[src/rtl/seven_seg_pkg.sv]
// Shared types and constants for the seven-segment display scanner.
package seven_seg_pkg;

    typedef logic [3:0] bcd_t;
    typedef logic [6:0] seg_t;

    typedef enum logic {
        GAP  = 1'b0,
        SHOW = 1'b1
    } scan_state_t;

    localparam seg_t SEG_BLANK  = 7'b0000000;
    localparam seg_t SEG_DASH   = 7'b1000000;
    localparam int   NUM_DIGITS = 6;

endpackage

[src/rtl/bcd_to_seg.sv]
// BCD digit to active-high {g,f,e,d,c,b,a} pattern; non-decimal codes show a dash.
module bcd_to_seg
    import seven_seg_pkg::*;
(
    input  bcd_t bcd,
    output seg_t seg
);

    always_comb begin
        seg = SEG_DASH;
        case (bcd)
            4'd0: seg = 7'b0111111;
            4'd1: seg = 7'b0000110;
            4'd2: seg = 7'b1011011;
            4'd3: seg = 7'b1001111;
            4'd4: seg = 7'b1100110;
            4'd5: seg = 7'b1101101;
            4'd6: seg = 7'b1111101;
            4'd7: seg = 7'b0000111;
            4'd8: seg = 7'b1111111;
            4'd9: seg = 7'b1101111;
            default: seg = SEG_DASH;
        endcase
    end

endmodule

[src/rtl/seven_seg_scanner.sv]
// Time-multiplexes six snapshotted BCD digits onto a seven-segment display with
// leading-zero blanking, blinking and a one-cycle anti-ghosting gap between digits.
module seven_seg_scanner
    import seven_seg_pkg::*;
#(
    parameter int REFRESH_DIV  = 1000,
    parameter int BLINK_FRAMES = 64,
    parameter bit ACTIVE_LOW   = 1'b1
) (
    input  logic       clk,
    input  logic       reset,
    input  logic [3:0] count0,
    input  logic [3:0] count1,
    input  logic [3:0] count2,
    input  logic [3:0] count3,
    input  logic [3:0] count4,
    input  logic [3:0] count5,
    input  logic       enable,
    input  logic [5:0] flashMask,
    input  logic       remind,
    output logic [6:0] segments,
    output logic       dp,
    output logic [5:0] anodes,
    output logic [2:0] selectLine,
    output logic       frameStart
);

    localparam int PRE_W   = (REFRESH_DIV > 1) ? $clog2(REFRESH_DIV) : 1;
    localparam int BLINK_W = (BLINK_FRAMES > 1) ? $clog2(BLINK_FRAMES) : 1;
    localparam logic [PRE_W-1:0]   PRE_LAST   = PRE_W'(REFRESH_DIV - 1);
    localparam logic [BLINK_W-1:0] BLINK_LAST = BLINK_W'(BLINK_FRAMES - 1);

    scan_state_t        state, state_next;
    logic [2:0]         sel, sel_next;
    logic [PRE_W-1:0]   prescaler, pre_next;
    logic [BLINK_W-1:0] blink_count, blink_count_next;
    logic               blink_phase, phase_next;
    bcd_t               shadow [NUM_DIGITS];
    bcd_t               count_in [NUM_DIGITS];

    logic               snap;
    bcd_t               digit_next;
    seg_t               decoded;
    logic               blank;
    seg_t               seg_next;
    logic               dp_next;
    logic [5:0]         an_next;

    seg_t               seg_p1;
    logic               dp_p1;
    logic [5:0]         an_p1;

    assign count_in[0] = count0;
    assign count_in[1] = count1;
    assign count_in[2] = count2;
    assign count_in[3] = count3;
    assign count_in[4] = count4;
    assign count_in[5] = count5;

    // The GAP ahead of digit 0 is the frame boundary: snapshot and blink tick.
    assign snap       = (state == GAP) && (sel == 3'd0);
    assign frameStart = snap && !reset;

    always_comb begin
        state_next = state;
        sel_next   = sel;
        pre_next   = prescaler;
        case (state)
            GAP: begin
                state_next = SHOW;
                pre_next   = '0;
            end
            SHOW: begin
                if (prescaler == PRE_LAST) begin
                    state_next = GAP;
                    pre_next   = '0;
                    sel_next   = (sel == 3'd5) ? 3'd0 : sel + 3'd1;
                end else begin
                    pre_next = prescaler + 1'b1;
                end
            end
            default: state_next = GAP;
        endcase
    end

    always_comb begin
        blink_count_next = blink_count;
        phase_next       = blink_phase;
        if (snap) begin
            if (blink_count == BLINK_LAST) begin
                blink_count_next = '0;
                phase_next       = ~blink_phase;
            end else begin
                blink_count_next = blink_count + 1'b1;
            end
        end
    end

    // Outputs are registered, so they are computed from the state being entered;
    // digit 0 must see the snapshot taken on this very edge.
    assign digit_next = snap ? count_in[sel_next] : shadow[sel_next];

    bcd_to_seg u_dec (
        .bcd (digit_next),
        .seg (decoded)
    );

    always_comb begin
        blank = !enable
             || ((sel_next == 3'd5) && (digit_next == 4'd0))
             || ((flashMask[sel_next] || remind) && phase_next);
        seg_next = SEG_BLANK;
        dp_next  = 1'b0;
        an_next  = '0;
        if ((state_next == SHOW) && !blank) begin
            seg_next = decoded;
            dp_next  = (sel_next == 3'd2) || (sel_next == 3'd4);
            an_next  = 6'd1 << sel_next;
        end
    end

    always_ff @(posedge clk) begin
        if (reset) begin
            state       <= GAP;
            sel         <= '0;
            prescaler   <= '0;
            blink_count <= '0;
            blink_phase <= 1'b0;
            for (int i = 0; i < NUM_DIGITS; i++) shadow[i] <= '0;
            seg_p1      <= {7{ACTIVE_LOW}};
            dp_p1       <= ACTIVE_LOW;
            an_p1       <= {6{ACTIVE_LOW}};
        end else begin
            state       <= state_next;
            sel         <= sel_next;
            prescaler   <= pre_next;
            blink_count <= blink_count_next;
            blink_phase <= phase_next;
            if (snap) begin
                for (int i = 0; i < NUM_DIGITS; i++) shadow[i] <= count_in[i];
            end
            seg_p1      <= seg_next ^ {7{ACTIVE_LOW}};
            dp_p1       <= dp_next ^ ACTIVE_LOW;
            an_p1       <= an_next ^ {6{ACTIVE_LOW}};
        end
    end

    assign segments   = seg_p1;
    assign dp         = dp_p1;
    assign anodes     = an_p1;
    assign selectLine = sel;

endmodule
[config.mk]
export PLATFORM = sky130hd
export DESIGN_NAME = seven_seg_scanner
export DESIGN_NICKNAME = d
export VERILOG_FILES = /design/src/rtl/seven_seg_pkg.sv /design/src/rtl/bcd_to_seg.sv /design/src/rtl/seven_seg_scanner.sv
export SDC_FILE = /design/constraint.sdc
export NUM_CORES = 1
export LEC_CHECK = 0
export ABC_AREA = 1
export CAP_MARGIN = 10
export CORE_MARGIN = 4
export CORE_UTILIZATION = 66
export CTS_BUF_LIST = sky130_fd_sc_hd__clkbuf_2 sky130_fd_sc_hd__clkbuf_4 sky130_fd_sc_hd__clkbuf_8
export DETAILED_ROUTE_END_ITERATION = 10
export DONT_BUFFER_PORTS = 1
export HOLD_SLACK_MARGIN = 0.1
export PLACE_DENSITY = 0.83
export SLEW_MARGIN = 40
export SYNTH_ARGS = -nofsm -noshare
export SYNTH_HDL_FRONTEND = slang
export SYNTH_SLANG_ARGS = --single-unit
export TNS_END_PERCENT = 5
[constraint.sdc]
create_clock -name clk -period 2.71 [get_ports clk]
set_input_delay 0.271 -clock clk [delete_from_list [all_inputs] [get_ports clk]]
set_output_delay 0.271 -clock clk [all_outputs]
set_load 0.02 [all_outputs]
==> results.json <==
{
  "cts.sinks": 59,
  "grt_setup_unrepaired": "yes",
  "hold_viol_final": 0,
  "p_leak_uw": 0.00164,
  "first_iter_violations": 182,
  "drv_cap": 0,
  "clock_latency_ps": 350,
  "grt_pass1_wl_um": 10800,
  "setup_viol": 0,
  "nets": 462,
  "die_w_um": 76.2,
  "synth_cells": 399,
  "worst_ep_required_time_ps": 2940,
  "ys_top_cells_by_count": "95 x nand2_1, 67 x inv_1, 56 x nor2_1",
  "ant_nets": 0,
  "clock_skew_ps": 7.38,
  "drv_slew": 0,
  "yosysUniqueCellTypes": 32,
  "worst_slack_ps": 104,
  "tightest_slew_ps": 671,
  "final_area_mm2": 0.00356,
  "cts_buffers": 9,
  "route.detailed.drc": 0,
  "routed-via-count": 2545,
  "hold_path_depth": 2,
  "power_density_mw_per_mm2": 582,
  "hpwlAfterDp_um": 4670,
  "gp_congestion": 0.848,
  "grt_start_max_net_pins": 26,
  "firstDrtPassIters": 4,
  "synth_top_cell_by_area": "edfxtp_1",
  "fin_tns_setup_ps": 0,
  "io_buffers": 0,
  "diodes": 0,
  "cp-start-kind": "flip-flop",
  "h-tree-depth": 3,
  "synth_warnings": 0,
  "dpl-instance-area_mm2": 0.00317,
  "synthToLayoutAreaGrowth_pct": 15.8,
  "wirelength_um": 6750,
  "critPathKind": "flip-flop to flip-flop",
  "reg2reg_depth": 21,
  "cts_buffer_depth": 2,
  "peakVddDrop_mv": 0.462,
  "fin_crit_ps": 2610,
  "endpoint_kind": "flip-flop",
  "ios": 52,
  "ys_ff_latch": 59,
  "track_usage_pct": 23.3,
  "stdcell_count": 478,
  "hp-class": "input pin to flip-flop",
  "avgSynthCellArea_um2": 7.70,
  "async_reset_ff_share_pct": 0,
  "die_area_mm2": 0.00581,
  "initial_core_util_pct": 69.1,
  "max_freq_mhz": 384,
  "rows": 24,
  "grt_overflow": 0,
  "cts_root_buf": "clkbuf_8",
  "detail_route.wl_per_cell_um": 14.1,
  "synthFlopType": "dfxtp_1",
  "critPathArrivalTime_ps": 2830,
  "cts_tree": "built",
  "synth_edf_count": 24,
  "core_mm2": 0.00444,
  "cp_max_fo": 7,
  "die_y_um": 76.2,
  "dp_cells": 454,
  "slew-limit-headroom_pct": 55.2,
  "yosysMostFrequentCell": "nand2_1",
  "grt_pass1_vias": 2367,
  "yosysSeqAreaShare_pct": 46.3,
  "antenna_found_initial": 0,
  "status": "finished, final reports clean",
  "synth_top_cells_by_area": "edfxtp_1 23%, dfxtp_1 23%, nand2_1 12%, inv_1 8.2%, nor2_1 6.8%",
  "layout-drive-gt1-share_pct": 19.5,
  "period_share_pct": 96.1,
  "mappedNetlistNets": 440,
  "dp_slack_ps": 10.8,
  "yosysTopAreaCellShare_pct": 23.5,
  "cts.reportedPaths.clkPinSlew_ps": 60,
  "viasPerCell": 5.32,
  "syn_area_mm2": 0.00307
}
-- flip-flops by register name (all words and copies together), names as in the netlist --
name         flops
state            1
blink_count      6
blink_phase      1
anodes           6
selectLine       3
segments         7
shadow          24
dp               1
prescaler       10
-- metrics by stage --
step / power (uW) / utilization (%) / hold WS (ps)
3_3_place_gp: 1230 / 71.3 / 344
4_1_cts: 2050 / 76.2 / 130
3_5_place_dp: 1240 / 71.3 / 347
6_report: 2070 / 80.0 / 135
5_1_grt: 2160 / 80.0 / 122
2_1_floorplan: 1190 / - / 418
-- cell families after synthesis --
| family | count (synthesis) | synth area share, % |
|---|---|---|
| AO/OA/AOI/OAI | 26 | 4.93 |
| flip-flops | 59 | 46.3 |
| XOR/XNOR | 4 | 1.14 |
| AND/OR/NAND/NOR | 225 | 34.7 |
| buffers and inverters | 78 | 10.1 |
| adder cells (fa/ha/maj) | 7 | 2.85 |
-- cells in the final DEF, fill, tap and decap left out, types with 8 or more instances in the layout --
cell and count:
nor2_1 55, buf_4 17, inv_1 63, clkbuf_8 10, a21oi_1 9, dfxtp_1 33, nand2_2 9, nand2_1 91
nand3_1 34, edfxtp_1 24, o21ai_0 8
-- worst paths after layout --
path / endpoint / slack, ps / from
worst min register to register: prescaler[0] / 450 / prescaler[0]
worst min-delay path: shadow[5][2] / 130 / count5[2]
worst max register to register: segments[6] / 100 / prescaler[0]
worst max-delay path: segments[6] / 100 / prescaler[0]
-- power breakdown --
part	internal [uW]	switching, uW	leakage (uW)
clock network	489	322	0.000108
registers	975	35.1	0.000547
logic	86.9	163	0.000988
total	1550	520	0.00164
-- final cells by class --
| class | count | area, um2 |
|---|---|---|
| fill | 292 | 887 |
| sequential | 59 | 1420 |
| clock inverter | 2 | 35.0 |
| timing repair buffer | 18 | 138 |
| clock buffer | 14 | 168 |
| inverter | 71 | 269 |
| tap | 52 | 65.1 |
| multi-input combinational | 262 | 1460 |
-- repair_timing --
item | in CTS | in global routing
pin swaps | 2 | 11
hold buffers | 1 | 0
endpoints found under the setup margin | 8 | 14
resized for setup | 1 | 30
setup buffers | 0 | 7
endpoints found under the hold margin | 7 | 0
-- layer usage --
layer	vias up	GRT usage, %	wire length [um]
met4	0	9.96	136
li1	1288	-	-
met5	-	0	0
met3	16	8.16	369
met2	74	37.8	3410
met1	1167	28.0	2830
-- worst max-delay path: stages (launching register included) --
cell and delay [ps]:
dfxtp_2 360, ha_4 160, nand2_4 70, nor2_4 220
nand3_2 140, nor2_2 150, nand2_1 110, nand2_4 120
nand2_1 60, nand2_1 60, nand2_1 50, nand3_1 60
nand2_1 60, nand2_2 90, nand2_4 80, ha_2 200
inv_2 70, a21oi_4 50, nand2_2 80, nand2_2 70
nor2_4 180, nand2_1 70
No activity file was read; power rests on OpenSTA's default activity.
